==> src/rtl/fir_tap_feeder_if.sv <==
// Sample stream handshake into the FIR tap feeder.
interface fir_tap_feeder_if #(parameter int DW = 4);
  logic          s_valid;
  logic          s_ready;
  logic [DW-1:0] s_data;

  modport master (output s_valid, output s_data, input s_ready);
  modport slave  (input s_valid, input s_data, output s_ready);
endinterface

==> src/rtl/fir_tap_feeder.sv <==
// 10-deep tap delay line feeding the coefficient/sum stage, with window-full
// pulse and a y_valid that lines up with the downstream registered sum.
module fir_tap_feeder #(
  parameter int DW       = 4,
  parameter int PIPE_LAT = 2
) (
  input  logic               clk,
  input  logic               reset,
  fir_tap_feeder_if.slave    s,
  input  logic               flush,
  output logic [DW-1:0]      x_0,
  output logic [DW-1:0]      x_1,
  output logic [DW-1:0]      x_2,
  output logic [DW-1:0]      x_3,
  output logic [DW-1:0]      x_4,
  output logic [DW-1:0]      x_5,
  output logic [DW-1:0]      x_6,
  output logic [DW-1:0]      x_7,
  output logic [DW-1:0]      x_8,
  output logic [DW-1:0]      x_9,
  output logic               taps_valid,
  output logic               y_valid,
  output logic [3:0]         fill_cnt
);
  localparam int TAPS = 10;
  localparam int CW   = $clog2(PIPE_LAT + 1);

  typedef enum logic [1:0] {FILL, RUN, FLUSH} state_t;

  state_t                   state, state_nxt;
  logic [CW-1:0]            drain, drain_nxt;
  logic [3:0]               fill_nxt;
  logic                     tv_nxt;
  logic                     accept;
  logic [TAPS-1:0][DW-1:0]  x;
  logic [PIPE_LAT-1:0]      vld_pipe;

  assign s.s_ready = !reset && !flush && (state != FLUSH);
  assign accept    = s.s_valid && s.s_ready;

  always_comb begin
    state_nxt = state;
    drain_nxt = drain;
    fill_nxt  = fill_cnt;
    tv_nxt    = accept && ((state == RUN) || (state == FILL && fill_cnt == 4'd9));
    if (flush) begin
      state_nxt = FLUSH;
      drain_nxt = CW'(PIPE_LAT);
      fill_nxt  = '0;
    end else begin
      case (state)
        FILL: if (accept) begin
          fill_nxt = fill_cnt + 4'd1;
          if (fill_cnt == 4'd9) state_nxt = RUN;
        end
        RUN: fill_nxt = 4'd10;
        // leave on the edge where the count reaches zero: PIPE_LAT cycles in FLUSH
        FLUSH: begin
          if (drain <= CW'(1)) begin
            state_nxt = FILL;
            drain_nxt = '0;
          end else begin
            drain_nxt = drain - CW'(1);
          end
        end
        default: state_nxt = FILL;
      endcase
    end
  end

  always_ff @(posedge clk or posedge reset) begin
    if (reset) begin
      state      <= FILL;
      drain      <= '0;
      fill_cnt   <= '0;
      taps_valid <= 1'b0;
      x          <= '0;
    end else begin
      state      <= state_nxt;
      drain      <= drain_nxt;
      fill_cnt   <= fill_nxt;
      taps_valid <= tv_nxt;
      if (flush)       x <= '0;
      else if (accept) x <= {x[TAPS-2:0], s.s_data};
    end
  end

  // keeps shifting through FLUSH so in-flight results still emerge
  generate
    if (PIPE_LAT == 1) begin : g_pipe1
      always_ff @(posedge clk or posedge reset)
        if (reset) vld_pipe <= '0;
        else       vld_pipe <= taps_valid;
    end else begin : g_pipen
      always_ff @(posedge clk or posedge reset)
        if (reset) vld_pipe <= '0;
        else       vld_pipe <= {vld_pipe[PIPE_LAT-2:0], taps_valid};
    end
  endgenerate

  assign y_valid = vld_pipe[PIPE_LAT-1];

  assign x_0 = x[0];
  assign x_1 = x[1];
  assign x_2 = x[2];
  assign x_3 = x[3];
  assign x_4 = x[4];
  assign x_5 = x[5];
  assign x_6 = x[6];
  assign x_7 = x[7];
  assign x_8 = x[8];
  assign x_9 = x[9];
endmodule

==> src/flat_wrapper.sv <==
// flat-port wrapper written by rule: the top's interface ports become plain ports
module fir_tap_feeder_flat 
#(
  parameter int DW       = 4,
  parameter int PIPE_LAT = 2
)
  (clk, reset, flush, x_0, x_1, x_2, x_3, x_4, x_5, x_6, x_7, x_8, x_9, taps_valid, y_valid, fill_cnt, s_s_valid, s_s_data, s_s_ready);
  fir_tap_feeder_if #(.DW(DW)) s_i ();
  input  logic clk;
  input  logic reset;
  input  logic flush;
  output logic [DW-1:0] x_0;
  output logic [DW-1:0] x_1;
  output logic [DW-1:0] x_2;
  output logic [DW-1:0] x_3;
  output logic [DW-1:0] x_4;
  output logic [DW-1:0] x_5;
  output logic [DW-1:0] x_6;
  output logic [DW-1:0] x_7;
  output logic [DW-1:0] x_8;
  output logic [DW-1:0] x_9;
  output logic taps_valid;
  output logic y_valid;
  output logic [3:0] fill_cnt;
  input wire logic [$bits(s_i.s_valid)-1:0] s_s_valid;
  input wire logic [$bits(s_i.s_data)-1:0] s_s_data;
  output wire logic [$bits(s_i.s_ready)-1:0] s_s_ready;
  assign s_i.s_valid = s_s_valid;
  assign s_i.s_data = s_s_data;
  assign s_s_ready = s_i.s_ready;
  fir_tap_feeder #(.DW(DW), .PIPE_LAT(PIPE_LAT)) u_core (.clk(clk), .reset(reset), .s(s_i), .flush(flush), .x_0(x_0), .x_1(x_1), .x_2(x_2), .x_3(x_3), .x_4(x_4), .x_5(x_5), .x_6(x_6), .x_7(x_7), .x_8(x_8), .x_9(x_9), .taps_valid(taps_valid), .y_valid(y_valid), .fill_cnt(fill_cnt));
endmodule
==> config.mk <==
export PLATFORM = sky130hd
export DESIGN_NAME = fir_tap_feeder_flat
export DESIGN_NICKNAME = d
export VERILOG_FILES = /design/src/rtl/fir_tap_feeder_if.sv /design/src/rtl/fir_tap_feeder.sv /design/src/flat_wrapper.sv
export SDC_FILE = /design/constraint.sdc
export NUM_CORES = 1
export LEC_CHECK = 0
export ABC_AREA = 1
export BUFFER_PORTS_ARGS = -buffer_cell sky130_fd_sc_hd__buf_2
export CORE_MARGIN = 10
export CORE_UTILIZATION = 56
export CTS_CLUSTER_SIZE = 16
export DETAILED_ROUTE_END_ITERATION = 16
export MAX_ROUTING_LAYER = met4
export PLACE_DENSITY = 0.81
export REMOVE_ABC_BUFFERS = 1
export SLEW_MARGIN = 40
export SYNTH_ARGS = -nofsm -noshare
export SYNTH_HDL_FRONTEND = slang
export SYNTH_SLANG_ARGS = --single-unit
==> constraint.sdc <==
create_clock -name clk -period 2.65 [get_ports clk]
set_input_delay 0.265 -clock clk [delete_from_list [all_inputs] [get_ports clk]]
set_output_delay 0.265 -clock clk [all_outputs]
set_load 0.1 [all_outputs]
# Word level (Yosys, flattened, before mapping)
# Cells that the tools add are included.
[op_classes]
reduce_logical = 14
magnitude_cmp = 1
addsub = 2
muxes = 13
eq_ne = 8
[op_table]
columns = ["cell", "count"]
rows = [
  ["$mux 40", 2],
  ["$mux 2", 7],
  ["$mux 4", 2],
  ["$pmux 4 s2", 1],
  ["$ne 3x2->1 const B", 2],
  ["$pmux 2 s3", 1],
  ["$logic_and 1x1->1", 5],
  ["$add 4x1->4 const B", 1],
  ["$eq 4x4->1 const B", 1],
  ["$ne 2x2->1 const B", 2],
  ["$reduce_and 4->1", 1],
  ["$reduce_bool 2->1", 2],
  ["$ne 3x3->1 const B", 1],
  ["$reduce_bool 3->1", 1],
  ["$eq 2x1->1 const B", 1],
  ["$eq 2x2->1 const B", 1],
  ["$le 2x1->1 const B", 1],
  ["$logic_not 1->1", 2],
  ["$logic_not 2->1", 1],
  ["$reduce_and 2->1", 1],
  ["$sub 2x1->2 const B", 1],
  ["$logic_or 1x1->1", 1],
]
[totals]
output_inout_bits = 47
reg_bits = 51
in_bits = 8

# Depth between registers and ports, before layout
# Gate-level depths: netlist of the first run.
[logic_depth]
word_depth = 7
mapped_depth = 7
mapped_depth_nobuf = 7

# Least setup slack after synthesis of the first run
# No wires, ideal clock.
[synth_timing]
kind = "register to register"
startpoint = "reg u_core.fill_cnt[1]"
endpoint = "reg u_core.taps_valid"
required_time_ps = 2530
arrival_time_ps = 1600
setup_ps = 120
stages_incl_launch_ff = 7
setup_slack_ps = 930
n_path_buf = 0
path_cell_list = "dfrtp_1 > inv_1 > ha_1 > nand2_1 > nor2_1 > o21ai_0 > nor2_1"
[synth_via]
elab_chain_cells = 4
[synth_lines]
columns = ["item", "line_no", "rtl"]
rows = [
  ["from (decl)", "fir_tap_feeder.sv:23", "output logic [3:0] fill_cnt"],
  ["from (signal assigned)", "fir_tap_feeder.sv:81", "fill_cnt <= fill_nxt;"],
  ["$eq 4x4->1", "fir_tap_feeder.sv:45", "tv_nxt = accept && ((state == RUN) || (state == FILL && fill_cnt == 4'd9));"],
  ["$logic_and 1x1->1", "fir_tap_feeder.sv:45", ""],
  ["$logic_or 1x1->1", "fir_tap_feeder.sv:45", ""],
  ["$logic_and 1x1->1", "fir_tap_feeder.sv:45", ""],
  ["named net u_core.tv_nxt", "fir_tap_feeder.sv:33", "logic tv_nxt;"],
  ["to (signal assigned)", "fir_tap_feeder.sv:82", "taps_valid <= tv_nxt;"],
  ["to (decl)", "fir_tap_feeder.sv:21", "output logic taps_valid,"],
]
# The timed path passes the listed nets, and every way through them passes these cells.
# A chain may end at the register's enable or synchronous reset.

# Worst setup path in the final report of the first run
[layout_timing]
startpoint = "reg u_core.state[0]"
endpoint = "out s_s_ready"
[layout_via]
elab_chain_cells = 2
[layout_lines]
columns = ["item", "line_no", "rtl"]
rows = [
  ["from (decl)", "fir_tap_feeder.sv:30", "state_t state, state_nxt;"],
  ["from (signal assigned)", "fir_tap_feeder.sv:79", "state <= state_nxt;"],
  ["$ne 2x2->1", "fir_tap_feeder.sv:38", "assign s.s_ready = !reset && !flush && (state != FLUSH);"],
  ["$logic_and 1x1->1", "fir_tap_feeder.sv:38", ""],
  ["to (decl)", "flat_wrapper.sv:27", "output wire logic [$bits(s_i.s_ready)-1:0] s_s_ready;"],
]
# No other way between the ends.

==> flow_summary.html, run 1 <==
<table>
<tr><th>Metric</th><th>Value</th></tr>
<tr><th colspan="2">Status</th></tr>
<tr><td>Outcome</td><td>finished clean</td></tr>
<tr><th colspan="2">Hold path</th></tr>
<tr><td>Worst min-delay path category</td><td>input port to asynchronous set/reset pin</td></tr>
<tr><th colspan="2">Timing</th></tr>
<tr><td>RSZ-0062 raised after global routing</td><td>false</td></tr>
<tr><td>Final TNS setup</td><td>0 ps</td></tr>
<tr><td>Minimum hold slack</td><td>52.8 ps</td></tr>
<tr><td>Actual slew at the worst max-slew pin</td><td>603 ps</td></tr>
<tr><td>Final setup violation count</td><td>0</td></tr>
<tr><td>Peak Freq</td><td>0.587 GHz</td></tr>
<tr><td>Tmin final</td><td>1700 ps</td></tr>
<tr><td>Final clock period utilization by the worst path</td><td>64.3%</td></tr>
<tr><td>Slew headroom</td><td>59.8%</td></tr>
<tr><td>Fin. Hold Viols</td><td>0</td></tr>
<tr><td>Number of pins with negative max-slew slack in the final report</td><td>0</td></tr>
<tr><td>Post-route setup slack</td><td>945 ps</td></tr>
<tr><td>Final clock skew</td><td>6.71 ps</td></tr>
<tr><th colspan="2">Clocking</th></tr>
<tr><td>Quantity of gates resized following cts</td><td>0</td></tr>
<tr><td>Post-CTS Setup Inserts</td><td>0</td></tr>
<tr><td>CTS tree</td><td>yes</td></tr>
<tr><td>Number of clock sinks</td><td>51</td></tr>
<tr><td>Number of buffers created by CTS</td><td>5</td></tr>
<tr><td>H-tree depth</td><td>2</td></tr>
<tr><td>Root buffer cell</td><td>clkbuf_8</td></tr>
<tr><td>Clock Latency Late Sink</td><td>300 ps</td></tr>
<tr><td>Number of buffers on the longest clock path</td><td>2</td></tr>
<tr><td>Post-cts hold buffer count</td><td>0</td></tr>
<tr><td>Clock slew seen by the registers of the worst setup and hold paths</td><td>90 ps</td></tr>
<tr><th colspan="2">Setup path</th></tr>
<tr><td>Most frequent CP cell</td><td>nand2_2</td></tr>
<tr><td>Peak per-stage delay on the critical path</td><td>410 ps</td></tr>
<tr><td>Top fanout value on the critical path</td><td>5</td></tr>
<tr><td>Critical-path top delay cell</td><td>buf_2</td></tr>
<tr><td>Buf/Inv on CP</td><td>3</td></tr>
<tr><td>Kind of critical path</td><td>register to output port</td></tr>
<tr><td>Critical path endpoint category</td><td>output port</td></tr>
<tr><td>Critical path, cell by cell</td><td>inv_2, nand2_2, nand2_2, inv_1, buf_2</td></tr>
<tr><td>Required time reported for the critical path endpoint</td><td>2380 ps</td></tr>
<tr><td>Kind of launch point of the worst setup path</td><td>register</td></tr>
<tr><td>Number of gates on the worst path with buffers counted</td><td>5</td></tr>
<tr><td>Kind of cell with the highest combined delay on the critical path</td><td>buffers and inverters</td></tr>
<tr><td>Depth of the worst register-to-register path</td><td>6</td></tr>
<tr><td>Critical path data arrival time</td><td>1440 ps</td></tr>
<tr><th colspan="2">Floorplanning</th></tr>
<tr><td>Vertical extent of the die</td><td>83.2 um</td></tr>
<tr><td>Die X</td><td>83.2 um</td></tr>
<tr><td>Core Rows</td><td>22</td></tr>
<tr><td>Standard cell core area</td><td>3770 sq um</td></tr>
<tr><td>Die outline area</td><td>6920 sq um</td></tr>
<tr><td>Top-level port count</td><td>55</td></tr>
<tr><td>Initial core utilization</td><td>59.3%</td></tr>
<tr><th colspan="2">Pwr</th></tr>
<tr><td>Psw</td><td>327 uW</td></tr>
<tr><td>Static Leakage</td><td>0.00134 uW</td></tr>
<tr><td>Clock share of power</td><td>38.6%</td></tr>
<tr><td>Internal portion of total power</td><td>1100 uW</td></tr>
<tr><td>Switching part of the total</td><td>22.9%</td></tr>
<tr><td>Comb pwr share</td><td>6.4%</td></tr>
<tr><td>Peak VDD IR</td><td>400 uV</td></tr>
<tr><td>P per Cell Area</td><td>556 nW/um^2</td></tr>
<tr><td>Sequential share of power</td><td>55.1%</td></tr>
<tr><th colspan="2">Synth</th></tr>
<tr><td>Cell count after synthesis</td><td>238</td></tr>
<tr><td>Post-synthesis share of cell area spent on xor and xnor gates</td><td>0%</td></tr>
<tr><td>Flop and latch count out of synthesis</td><td>51</td></tr>
<tr><td>Yosys warning count</td><td>0</td></tr>
<tr><td>Post-synthesis sequential area ratio</td><td>57.0%</td></tr>
<tr><td>Cell type with the largest total area after synthesis</td><td>dfrtp_1</td></tr>
<tr><td>Fraction of synthesized cell area taken by the top area cell type</td><td>57.0%</td></tr>
<tr><td>Adder-cell area share of the yosys netlist</td><td>1.12%</td></tr>
<tr><td>Fraction of the mapped netlist area in simple logic gates</td><td>24.9%</td></tr>
<tr><td>Number of unique standard cell types used by synthesis</td><td>20</td></tr>
<tr><td>Compound-cell area share of the yosys netlist</td><td>9.17%</td></tr>
<tr><td>Top cells by area, synth</td><td>dfrtp_1 (57%), nand3_1 (9.8%), nand2_1 (8.6%)</td></tr>
<tr><td>Portion of netlist area occupied by mux cells</td><td>0%</td></tr>
<tr><td>Cell area after synthesis</td><td>2240 sq um</td></tr>
<tr><td>Largest family of logic cells by synthesized area</td><td>simple AND/OR/NAND/NOR gates</td></tr>
<tr><td>Avg Cell Area, Syn</td><td>9.40 sq um</td></tr>
<tr><th colspan="2">Place</th></tr>
<tr><td>Post-place setup slack</td><td>972 ps</td></tr>
<tr><td>Detailed Place HPWL</td><td>3200 um</td></tr>
<tr><td>Number of port buffers</td><td>54</td></tr>
<tr><td>Cell area after placement</td><td>2460 sq um</td></tr>
<tr><td>Final Wtd Congestion</td><td>0.781</td></tr>
<tr><th colspan="2">GRT</th></tr>
<tr><td>Via count of the first global-routing pass</td><td>1,672</td></tr>
<tr><td>Total Routing Usage GR</td><td>13.8%</td></tr>
<tr><td>Wire length of the first global-routing pass</td><td>8070 um</td></tr>
<tr><td>Pin count of the biggest net entering global routing</td><td>52</td></tr>
<tr><td>Overall overflow remaining after global route</td><td>0</td></tr>
<tr><td>Number of antenna violations at the first check in global routing</td><td>0</td></tr>
<tr><th colspan="2">Routing</th></tr>
<tr><td>Drt total wl</td><td>4630 um</td></tr>
<tr><td>Initial drt markers</td><td>194</td></tr>
<tr><td>Number of vias in the routed layout</td><td>1,772</td></tr>
<tr><td>Number of antenna-violating nets in the routed design</td><td>0</td></tr>
<tr><td>First-pass iteration count of the detailed router</td><td>4</td></tr>
<tr><td>Drc violations</td><td>0</td></tr>
<tr><td>Routed length per placed instance</td><td>13.9 um</td></tr>
<tr><td>Vias per std cell</td><td>5.31</td></tr>
<tr><th colspan="2">Cells and area</th></tr>
<tr><td>Final core area utilization</td><td>68.3%</td></tr>
<tr><td>Diode count</td><td>0</td></tr>
<tr><td>Syn-to-layout area delta</td><td>15.2%</td></tr>
<tr><td>Design Area, Final</td><td>2580 sq um</td></tr>
<tr><td>Layout cell share with drive strength beyond 1</td><td>26.9%</td></tr>
<tr><td>Leading cell types in the layout, fill and taps excluded</td><td>buf_2 (54), nand2_1 (51), dfrtp_1 (51), nand3_1 (44), o21ai_1 (27)</td></tr>
<tr><td>Total number of nets in the final design</td><td>295</td></tr>
<tr><td>Most frequent standard cell in the layout excluding fill and tap cells</td><td>buf_2</td></tr>
<tr><th colspan="2">Run</th></tr>
<tr><td>Total of max-cap violations</td><td>0</td></tr>
</table>
## per-stage QoR
stage / total power (uW) / std cells
after floorplan: 870 / 222
after global routing: 1490 / 334
after global placement: 893 / 326
after detailed placement: 896 / 326
after CTS: 1450 / 334
final: 1430 / 334
## layout make-up
type                            instances  area, sq um
Tap cell                               48         60.1
Timing Repair Buffer                   56          285
Clock inverter                          2         35.0
Inverter                               13         51.3
Sequential cell                        51         1280
Multi-Input combinational cell        158          787
Fill cell                             304         1190
Clock buffer                            6         82.6
## state kept, by name (all words and copies together) (netlist names)
signal,cells
u_core.drain,2
u_core.fill_cnt,4
u_core.state,2
u_core.taps_valid,1
u_core.vld_pipe,2
u_core.x_0,4
u_core.x_1,4
u_core.x_2,4
u_core.x_3,4
u_core.x_4,4
u_core.x_5,4
u_core.x_6,4
u_core.x_7,4
u_core.x_8,4
u_core.x_9,4
## power groups by stage
stage / clock network (uW) / registers, uW / logic (uW)
finish: 553 / 788 / 91.0
floorplan: 0 / 815 / 54.8
global placement: 0 / 803 / 89.9
global route: 597 / 790 / 102
CTS: 566 / 788 / 92.3
detailed placement: 0 / 804 / 92.1
## routing by layer
metal	wire length, um	up-vias	share of wire, %	global-route usage [%]
met5	0	-	0	-
met4	47	0	1.0	3.69
met3	269	5	5.8	4.20
met2	2100	55	45	20.1
met1	2220	827	48	18.0
li1	-	885	-	-
## cell usage after synthesis
master    number
nor2_2         1
ha_1           2
buf_4          3
inv_1         12
o21ai_1       27
nand2_2        2
nor2_1         7
buf_8          1
nand3_1       44
inv_2          1
nand3b_1       1
buf_2          4
buf_6          5
nor2_8         1
o21ai_0       14
nand2_1       51
clkbuf_1       3
dfrtp_1       51
nand4_1        2
nand3_2        6
## final timing paths
path / slack, ps / endpoint / from
max: 950 / s_s_ready / u_core.state[0]
min: 50 / u_core.state[0] / reset
max reg2reg: 1100 / u_core.x_1[1] / u_core.state[0]
min reg2reg: 360 / u_core.vld_pipe[1] / u_core.vld_pipe[0]
max in group asynchronous: 2190 / u_core.x_3[1] / reset
min in group clk: 190 / u_core.x_0[2] / s_s_data[2]
## logic make-up after synthesis
kind of cell,count (synthesis)
AOI/OAI and AO/OA,41
adders and majority gates,2
buffers and inverters,29
DFF,51
and+or+nand+nor,115
## worst reg2reg max path: cells and delay by family (launching register included)
kind / cells / cell delay, ps
buf+inv: 2 / 510
flops: 1 / 420
compound gates: 1 / 110
simple gates: 3 / 430
Power figures use the tool's default switching activity.
==> run 2: changes to the inputs <==
--- a/config.mk
+++ b/config.mk
@@ -5,14 +5,14 @@
 export SDC_FILE = /design/constraint.sdc
 export NUM_CORES = 1
 export LEC_CHECK = 0
-export ABC_AREA = 1
+export ABC_AREA = 0
 export BUFFER_PORTS_ARGS = -buffer_cell sky130_fd_sc_hd__buf_2
 export CORE_MARGIN = 10
-export CORE_UTILIZATION = 56
+export CORE_UTILIZATION = 47
 export CTS_CLUSTER_SIZE = 16
 export DETAILED_ROUTE_END_ITERATION = 16
 export MAX_ROUTING_LAYER = met4
-export PLACE_DENSITY = 0.81
+export PLACE_DENSITY = 0.72
 export REMOVE_ABC_BUFFERS = 1
 export SLEW_MARGIN = 40
 export SYNTH_ARGS = -nofsm -noshare
==> constraint.sdc (replaced) <==
create_clock -name clk -period 1.5 [get_ports clk]
set_input_delay 0.15 -clock clk [delete_from_list [all_inputs] [get_ports clk]]
set_output_delay 0.15 -clock clk [all_outputs]
set_load 0.1 [all_outputs]
==> run 2 against run 1 <==
Effect of this change: register-to-register slack worse by 920 ps; sequential share of layout area is 3.0 points lower; first-iteration DRC count rose by 7.2%; setup slack worse by 870 ps; hold slack improved by 22 ps; synthesized cell count is 1.3% lower; combinational power grew to 3.1 times the previous value; via count increased by 9.9%; global-route usage rose by 0.69 points; critical endpoint unchanged; largest cell class unchanged; largest power group unchanged.
==> flow_summary.html, run 2 <==
<table>
<tr><th>Metric</th><th>Value</th></tr>
<tr><th colspan="2">Routing</th></tr>
<tr><td>Number of vias in the routed layout</td><td>1,948 (+9.9%)</td></tr>
<tr><td>Vias per std cell</td><td>5.73 (+8.0%)</td></tr>
<tr><td>First-pass iteration count of the detailed router</td><td>5 (+1)</td></tr>
<tr><td>Drt total wl</td><td>5500 um (+19%)</td></tr>
<tr><td>Routed length per placed instance</td><td>16.2 um (+17%)</td></tr>
<tr><td>Drc violations</td><td>0 (unchanged)</td></tr>
<tr><td>Number of antenna-violating nets in the routed design</td><td>0 (unchanged)</td></tr>
<tr><td>Initial drt markers</td><td>208 (+7.2%)</td></tr>
<tr><th colspan="2">Cells and area</th></tr>
<tr><td>Area of combinational cells with multiple inputs</td><td>846 sq um (+7.5%)</td></tr>
<tr><td>Leading cell types in the layout, fill and taps excluded</td><td>buf_2 (53), dfrtp_1 (51), a21oi_1 (43), nand3_1 (41), o21ai_1 (41)</td></tr>
<tr><td>Layout cell share with drive strength beyond 1</td><td>28.3% (+1.4 points)</td></tr>
<tr><td>Total number of nets in the final design</td><td>295 (unchanged)</td></tr>
<tr><td>Syn-to-layout area delta</td><td>20.7%</td></tr>
<tr><td>Layout filler cell count</td><td>398 (+31%)</td></tr>
<tr><td>Diode count</td><td>0 (unchanged)</td></tr>
<tr><td>Register area</td><td>1280 sq um (unchanged)</td></tr>
<tr><td>Most frequent standard cell in the layout excluding fill and tap cells</td><td>buf_2</td></tr>
<tr><td>Final Non-Filler Cells</td><td>340 (+1.8%)</td></tr>
<tr><th colspan="2">Timing</th></tr>
<tr><td>Slew headroom</td><td>67.0% (+7.2 points)</td></tr>
<tr><td>Number of pins with negative max-slew slack in the final report</td><td>0 (unchanged)</td></tr>
<tr><td>Actual slew at the worst max-slew pin</td><td>499 ps (-104 ps)</td></tr>
<tr><td>Final clock skew</td><td>12.9 ps (+6.20 ps)</td></tr>
<tr><td>Tmin final</td><td>1430 ps</td></tr>
<tr><td>Final setup violation count</td><td>0 (unchanged)</td></tr>
<tr><td>Final clock period utilization by the worst path</td><td>95.3%</td></tr>
<tr><td>RSZ-0062 raised after global routing</td><td>false</td></tr>
<tr><td>Fin. Hold Viols</td><td>0 (unchanged)</td></tr>
<tr><td>Peak Freq</td><td>0.700 GHz</td></tr>
<tr><td>Post-route setup slack</td><td>70.6 ps (-875 ps)</td></tr>
<tr><th colspan="2">Setup path</th></tr>
<tr><td>Critical path endpoint category</td><td>output port</td></tr>
<tr><td>Critical path data arrival time</td><td>1280 ps (-160 ps)</td></tr>
<tr><td>Kind of launch point of the worst setup path</td><td>register</td></tr>
<tr><td>Kind of critical path</td><td>register to output port</td></tr>
<tr><td>Required time reported for the critical path endpoint</td><td>1350 ps (-1030 ps)</td></tr>
<tr><td>Top fanout value on the critical path</td><td>3 (-2)</td></tr>
<tr><td>Worst setup startpoint</td><td>u_core.state[0]</td></tr>
<tr><td>Reg-to-reg critical path startpoint</td><td>u_core.state[0]</td></tr>
<tr><th colspan="2">Synth</th></tr>
<tr><td>Fraction of synthesized cell area taken by the top area cell type</td><td>56.1% (-0.94 points)</td></tr>
<tr><td>Number of unique standard cell types used by synthesis</td><td>31 (+55%)</td></tr>
<tr><td>Cell count after synthesis</td><td>235 (-1.3%)</td></tr>
<tr><td>Number of synthesized flops with an enable pin</td><td>0 (unchanged)</td></tr>
<tr><td>Post-synthesis sequential area ratio</td><td>56.1% (-0.94 points)</td></tr>
<tr><td>Flop and latch count out of synthesis</td><td>51 (unchanged)</td></tr>
<tr><td>Post-synth ARST share</td><td>100% (unchanged)</td></tr>
<tr><td>Cell type with the largest total area after synthesis</td><td>dfrtp_1</td></tr>
<tr><td>Avg Cell Area, Syn</td><td>9.68 sq um (+3.0%)</td></tr>
<tr><td>Cell area after synthesis</td><td>2270 sq um (+1.7%)</td></tr>
<tr><td>Most common cell in the synthesized netlist</td><td>dfrtp_1</td></tr>
<tr><td>Yosys warning count</td><td>0 (unchanged)</td></tr>
<tr><td>Dominant synthesized flop cell</td><td>dfrtp_1</td></tr>
<tr><td>Leading post-synthesis cells by instance count</td><td>dfrtp_1 (51), a21oi_1 (43), nand3_1 (41), o21ai_1 (41), buf_2 (13)</td></tr>
<tr><td>Top cells by area, synth</td><td>dfrtp_1 (56%), a21oi_1 (9.5%), nand3_1 (9.0%)</td></tr>
<tr><th colspan="2">Clocking</th></tr>
<tr><td>Clock Latency Late Sink</td><td>310 ps (about the same)</td></tr>
<tr><td>Root buffer cell</td><td>clkbuf_8</td></tr>
<tr><td>Post-CTS Setup Inserts</td><td>0 (unchanged)</td></tr>
<tr><td>Clock slew seen by the registers of the worst setup and hold paths</td><td>90 ps (about the same)</td></tr>
<tr><td>Number of buffers created by CTS</td><td>5 (unchanged)</td></tr>
<tr><td>H-tree depth</td><td>2 (unchanged)</td></tr>
<tr><td>CTS tree</td><td>yes</td></tr>
<tr><td>Number of buffers on the longest clock path</td><td>2 (unchanged)</td></tr>
<tr><td>Number of clock sinks</td><td>51 (unchanged)</td></tr>
<tr><th colspan="2">Hold path</th></tr>
<tr><td>Min-delay src</td><td>s_s_data[3]</td></tr>
<tr><td>Worst min-delay path category</td><td>input port to register</td></tr>
<tr><th colspan="2">Floorplanning</th></tr>
<tr><td>Vertical extent of the die</td><td>89.6 um (+7.6%)</td></tr>
<tr><td>Initial core utilization</td><td>48.5% (-11 points)</td></tr>
<tr><td>Core Rows</td><td>25 (+14%)</td></tr>
<tr><td>Standard cell core area</td><td>4690 sq um (+24%)</td></tr>
<tr><td>Die outline area</td><td>8020 sq um (+16%)</td></tr>
<tr><td>Top-level port count</td><td>55 (unchanged)</td></tr>
<tr><td>Die X</td><td>89.6 um (+7.6%)</td></tr>
<tr><th colspan="2">GRT</th></tr>
<tr><td>Pin count of the biggest net entering global routing</td><td>44 (-15%)</td></tr>
<tr><td>Number of antenna violations at the first check in global routing</td><td>0 (unchanged)</td></tr>
<tr><td>Overall overflow remaining after global route</td><td>0 (unchanged)</td></tr>
<tr><td>Via count of the first global-routing pass</td><td>1,794 (+7.3%)</td></tr>
<tr><td>Total Routing Usage GR</td><td>14.4% (+0.69 points)</td></tr>
<tr><td>Wire length of the first global-routing pass</td><td>8940 um (+11%)</td></tr>
<tr><th colspan="2">Status</th></tr>
<tr><td>Outcome</td><td>finished clean</td></tr>
<tr><th colspan="2">Run</th></tr>
<tr><td>Total of max-cap violations</td><td>0 (unchanged)</td></tr>
<tr><th colspan="2">Place</th></tr>
<tr><td>Post-place setup slack</td><td>178 ps (-794 ps)</td></tr>
<tr><td>Number of port buffers</td><td>54 (unchanged)</td></tr>
<tr><td>Detailed Place HPWL</td><td>3640 um (+14%)</td></tr>
<tr><td>Cell count after placement</td><td>331 (+1.5%)</td></tr>
<tr><td>Final Wtd Congestion</td><td>0.744 (-4.7%)</td></tr>
<tr><th colspan="2">Pwr</th></tr>
<tr><td>Static Leakage</td><td>0.00130 uW (-2.8%)</td></tr>
<tr><td>Sum of internal, switching and leakage power</td><td>2670 uW (+86%)</td></tr>
<tr><td>Peak VDD IR</td><td>598 uV (+50%)</td></tr>
<tr><td>P per Cell Area</td><td>972 nW/um^2 (+75%)</td></tr>
</table>
## run 2: power breakdown
| group | switching, uW | leakage, uW | internal (uW) |
|---|---|---|---|
| clock network | 487 | 0.0000548 | 503 |
| registers | 9.50 | 0.000705 | 1390 |
| logic | 213 | 0.000541 | 69.8 |
## run 2: per-layer routing
| metal | part of all wire [%] | track usage (%) |
|---|---|---|
| met1 | 43 | 19.7 |
| met2 | 46 | 20.0 |
| met3 | 8.7 | 3.07 |
| met4 | 2.1 | 6.65 |
| met5 | 0 | - |
## run 2: final cells by class
| type | instances | share of cell area [%] |
|---|---|---|
| multi-input cells | 153 | 30.8 |
| clock inverters | 3 | 1.69 |
| inverters | 6 | 0.820 |
| clock buffers | 5 | 2.51 |
| flip-flops and latches | 51 | 46.5 |
| repair buffers | 68 | 15.2 |
| well taps | 54 | 2.46 |
## run 2: critical path: stages (launching register included)
cell and delay, ps:
dfrtp_1 370, and2b_1 240, nor3_4 170, buf_12 200
## run 2: cell families after synthesis
kind of cell,share of synthesized area (%)
AOI/OAI and AO/OA,21.2
and+or+nand+nor,14.1
DFF,56.1
buffers and inverters,7.54
adders and majority gates,1.10
## run 2: repair_timing
action                     4_1_cts  5_1_grt
hold endpoints to repair        51        0
hold buffers                     1        0
gates resized for setup          1        1
pin swaps                        0        0
setup endpoints to repair        1        1
## run 2: worst paths after layout
check / endpoint / slack, ps / depth (start not counted)
min in group asynchronous: u_core.x_3[1] / 460 / 4
min reg2reg: u_core.vld_pipe[1] / 360 / 0
max: s_s_ready / 70 / 3
max reg2reg: u_core.x_3[0] / 180 / 4
min: u_core.x_0[3] / 80 / 3
max in group asynchronous: u_core.x_0[1] / 620 / 4
## run 2: stage by stage
stage / instance area (sq um) / util (%) / setup TNS, ps / hold slack (ps)
after global placement: 2610 / 55.6 / 0 / 205
after CTS: 2740 / 58.4 / 0 / 73.0
final: 2750 / 58.5 / 0 / 75.1
after floorplan: 2130 / - / -73500 / 213
after detailed placement: 2610 / 55.6 / 0 / 219
after global routing: 2750 / 58.5 / 0 / 83.8
==> run 3: changes to the inputs <==
--- a/config.mk
+++ b/config.mk
@@ -8,11 +8,11 @@
 export ABC_AREA = 0
 export BUFFER_PORTS_ARGS = -buffer_cell sky130_fd_sc_hd__buf_2
 export CORE_MARGIN = 10
-export CORE_UTILIZATION = 47
+export CORE_UTILIZATION = 57
 export CTS_CLUSTER_SIZE = 16
 export DETAILED_ROUTE_END_ITERATION = 16
 export MAX_ROUTING_LAYER = met4
-export PLACE_DENSITY = 0.72
+export PLACE_DENSITY = 0.82
 export REMOVE_ABC_BUFFERS = 1
 export SLEW_MARGIN = 40
 export SYNTH_ARGS = -nofsm -noshare
==> constraint.sdc (replaced) <==
create_clock -name clk -period 1.7 [get_ports clk]
set_input_delay 0.17 -clock clk [delete_from_list [all_inputs] [get_ports clk]]
set_output_delay 0.17 -clock clk [all_outputs]
set_load 0.1 [all_outputs]
==> run 3 against run 2 <==
Effect of this change: setup slack got worse by 5.7 ps; critical path depth increased by 3; global-route usage increased by 1.2 points; first-iteration DRC count decreased by 8.7%; hold slack improved by 33 ps; flip-flop and latch count unchanged; routed wire length decreased by 0.44%; largest cell class unchanged; count of clock-buffer cells in the layout increased by 3; die area decreased by 14%.
==> flow_summary.html, run 3 (synthesized netlist as in run 2, its figures left out) <==
<table>
<tr><th>Metric</th><th>Value</th></tr>
<tr><th colspan="2">Routing</th></tr>
<tr><td>Number of vias in the routed layout</td><td>1,955 (+0.36%)</td></tr>
<tr><td>Number of antenna-violating nets in the routed design</td><td>0 (unchanged)</td></tr>
<tr><td>Routed length per placed instance</td><td>16.4 um (+1.4%)</td></tr>
<tr><td>Drc violations</td><td>0 (unchanged)</td></tr>
<tr><td>First-pass iteration count of the detailed router</td><td>4 (-1)</td></tr>
<tr><td>Vias per std cell</td><td>5.85 (+2.2%)</td></tr>
<tr><td>Drt total wl</td><td>5480 um (-0.44%)</td></tr>
<tr><td>Initial drt markers</td><td>190 (-8.7%)</td></tr>
<tr><th colspan="2">Timing</th></tr>
<tr><td>Actual slew at the worst max-slew pin</td><td>499 ps (+0.0762 ps)</td></tr>
<tr><td>Slew headroom</td><td>67.0% (about the same)</td></tr>
<tr><td>Number of pins with negative max-slew slack in the final report</td><td>0 (unchanged)</td></tr>
<tr><td>Peak Freq</td><td>0.612 GHz</td></tr>
<tr><td>Final clock period utilization by the worst path</td><td>96.2%</td></tr>
<tr><td>Final setup violation count</td><td>0 (unchanged)</td></tr>
<tr><td>RSZ-0062 raised after global routing</td><td>false</td></tr>
<tr><td>Final clock skew</td><td>5.61 ps (-7.30 ps)</td></tr>
<tr><td>Fin. Hold Viols</td><td>0 (unchanged)</td></tr>
<tr><td>Tmin final</td><td>1640 ps</td></tr>
<tr><th colspan="2">Place</th></tr>
<tr><td>Detailed Place HPWL</td><td>3670 um (+0.80%)</td></tr>
<tr><td>Cell count after placement</td><td>325 (-1.8%)</td></tr>
<tr><td>Final Wtd Congestion</td><td>0.754 (+1.4%)</td></tr>
<tr><td>Number of port buffers</td><td>54 (unchanged)</td></tr>
<tr><th colspan="2">Setup path</th></tr>
<tr><td>Kind of launch point of the worst setup path</td><td>input port</td></tr>
<tr><td>Critical path endpoint category</td><td>register</td></tr>
<tr><td>Peak per-stage delay on the critical path</td><td>540 ps (+170 ps)</td></tr>
<tr><td>Top fanout value on the critical path</td><td>43 (+40)</td></tr>
<tr><td>Critical path data arrival time</td><td>1820 ps (+540 ps)</td></tr>
<tr><td>Critical path, cell by cell</td><td>dlygate4sd3_1, buf_2, or3b_1, buf_4, o211ai_1, a31oi_1</td></tr>
<tr><td>Required time reported for the critical path endpoint</td><td>1890 ps (+540 ps)</td></tr>
<tr><td>Critical-path top delay cell</td><td>dlygate4sd3_1</td></tr>
<tr><td>Kind of critical path</td><td>input port to register</td></tr>
<tr><th colspan="2">Clocking</th></tr>
<tr><td>Number of buffers on the longest clock path</td><td>2 (unchanged)</td></tr>
<tr><td>Number of clock sinks</td><td>51 (unchanged)</td></tr>
<tr><td>Clock slew seen by the registers of the worst setup and hold paths</td><td>90 ps (about the same)</td></tr>
<tr><td>Number of buffers created by CTS</td><td>5 (unchanged)</td></tr>
<tr><td>Clock Latency Late Sink</td><td>300 ps (about the same)</td></tr>
<tr><td>Root buffer cell</td><td>clkbuf_8</td></tr>
<tr><td>CTS tree</td><td>yes</td></tr>
<tr><td>H-tree depth</td><td>2 (unchanged)</td></tr>
<tr><td>Post-CTS Setup Inserts</td><td>0 (unchanged)</td></tr>
<tr><th colspan="2">Pwr</th></tr>
<tr><td>Peak VDD IR</td><td>573 uV (-4.3%)</td></tr>
<tr><td>Sum of internal, switching and leakage power</td><td>2230 uW (-16%)</td></tr>
<tr><td>P per Cell Area</td><td>831 nW/um^2 (-15%)</td></tr>
<tr><td>Static Leakage</td><td>0.00129 uW (-1.2%)</td></tr>
<tr><th colspan="2">GRT</th></tr>
<tr><td>Via count of the first global-routing pass</td><td>1,834 (+2.2%)</td></tr>
<tr><td>Total Routing Usage GR</td><td>15.7% (+1.2 points)</td></tr>
<tr><td>Pin count of the biggest net entering global routing</td><td>44 (unchanged)</td></tr>
<tr><td>Wire length of the first global-routing pass</td><td>9140 um (+2.2%)</td></tr>
<tr><td>Overall overflow remaining after global route</td><td>0 (unchanged)</td></tr>
<tr><td>Number of antenna violations at the first check in global routing</td><td>0 (unchanged)</td></tr>
<tr><th colspan="2">Cells and area</th></tr>
<tr><td>Total number of nets in the final design</td><td>295 (unchanged)</td></tr>
<tr><td>Final Non-Filler Cells</td><td>334 (-1.8%)</td></tr>
<tr><td>Layout cell share with drive strength beyond 1</td><td>27.6% (-0.70 points)</td></tr>
<tr><td>Leading cell types in the layout, fill and taps excluded</td><td>buf_2 (53), dfrtp_1 (51), a21oi_1 (43), nand3_1 (41), o21ai_1 (41)</td></tr>
<tr><td>Most frequent standard cell in the layout excluding fill and tap cells</td><td>buf_2</td></tr>
<tr><td>Syn-to-layout area delta</td><td>18.2%</td></tr>
<tr><td>Diode count</td><td>0 (unchanged)</td></tr>
<tr><th colspan="2">Run</th></tr>
<tr><td>Total of max-cap violations</td><td>0 (unchanged)</td></tr>
<tr><th colspan="2">Hold path</th></tr>
<tr><td>Worst min-delay path category</td><td>input port to register</td></tr>
<tr><th colspan="2">Floorplanning</th></tr>
<tr><td>Core Rows</td><td>22 (-12%)</td></tr>
<tr><td>Die X</td><td>83.2 um (-7.1%)</td></tr>
<tr><td>Initial core utilization</td><td>60.3% (+12 points)</td></tr>
<tr><td>Vertical extent of the die</td><td>83.2 um (-7.1%)</td></tr>
<tr><td>Top-level port count</td><td>55 (unchanged)</td></tr>
<tr><td>Die outline area</td><td>6920 sq um (-14%)</td></tr>
<tr><td>Standard cell core area</td><td>3770 sq um (-20%)</td></tr>
<tr><th colspan="2">Status</th></tr>
<tr><td>Outcome</td><td>finished clean</td></tr>
</table>
==> run 3: report_power, final <==
group | leakage (uW) | internal, uW | switching, uW | total [uW]
registers | 0.000705 | 1220 | 7.99 | 1230
clock network | 0.0000515 | 372 | 390 | 762
logic | 0.000530 | 54.9 | 186 | 241
==> run 3: worst paths after layout <==
check	endpoint	slack, ps	depth (start not counted)	startpoint
worst max-delay path	u_core.fill_cnt[2]	60	6	reset
worst min register to register	u_core.vld_pipe[1]	360	0	u_core.vld_pipe[0]
min in group asynchronous	u_core.x_4[3]	510	4	reset
worst max register to register	u_core.x_7[1]	350	4	u_core.state[0]
max in group asynchronous	u_core.x_8[3]	920	4	reset
worst min-delay path	u_core.x_0[3]	110	3	s_s_data[3]
==> run 3: layer usage <==
| layer | vias to the layer above | GRT usage (%) | wire length, um |
|---|---|---|---|
| li1 | 940 | - | - |
| met1 | 935 | 21.2 | 2600 |
| met2 | 75 | 22.3 | 2480 |
| met3 | 5 | 5.18 | 360 |
| met4 | 0 | 3.23 | 41 |
| met5 | - | - | 0 |
==> run 3: area by class of cell <==
cell class	instances	area [sq um]
clock buffers	8	100
fillers	293	1080
inverters	6	22.5
multi-input cells	153	837
flip-flops and latches	51	1280
well taps	48	60.1
repair buffers	68	393
==> run 3: timing repair <==
| item | CTS | global route |
|---|---|---|
| hold buffers | 1 | 0 |
| endpoints found under the setup margin | 0 | 1 |
| hold endpoints to repair | 51 | 0 |
| gates resized for setup | 0 | 1 |
==> run 3: stage by stage <==
stage	TNS (ps)	setup slack (ps)	hold slack (ps)	util, %	area (sq um)
after global routing	0	46.8	125	71.3	2690
after floorplan	-64830	-1600	233	-	2130
after global placement	0	330	274	68.2	2570
final	0	64.8	108	71.3	2690
after CTS	0	6.21	100	71.2	2680
after detailed placement	0	301	271	68.2	2570
==> run 3: worst max-delay path: cells and delay by family <==
| kind | cells | cell delay (ps) |
|---|---|---|
| AO/OA/AOI/OAI | 2 | 310 |
| buffers and inverters | 3 | 960 |
| AND/OR/NAND/NOR | 1 | 350 |
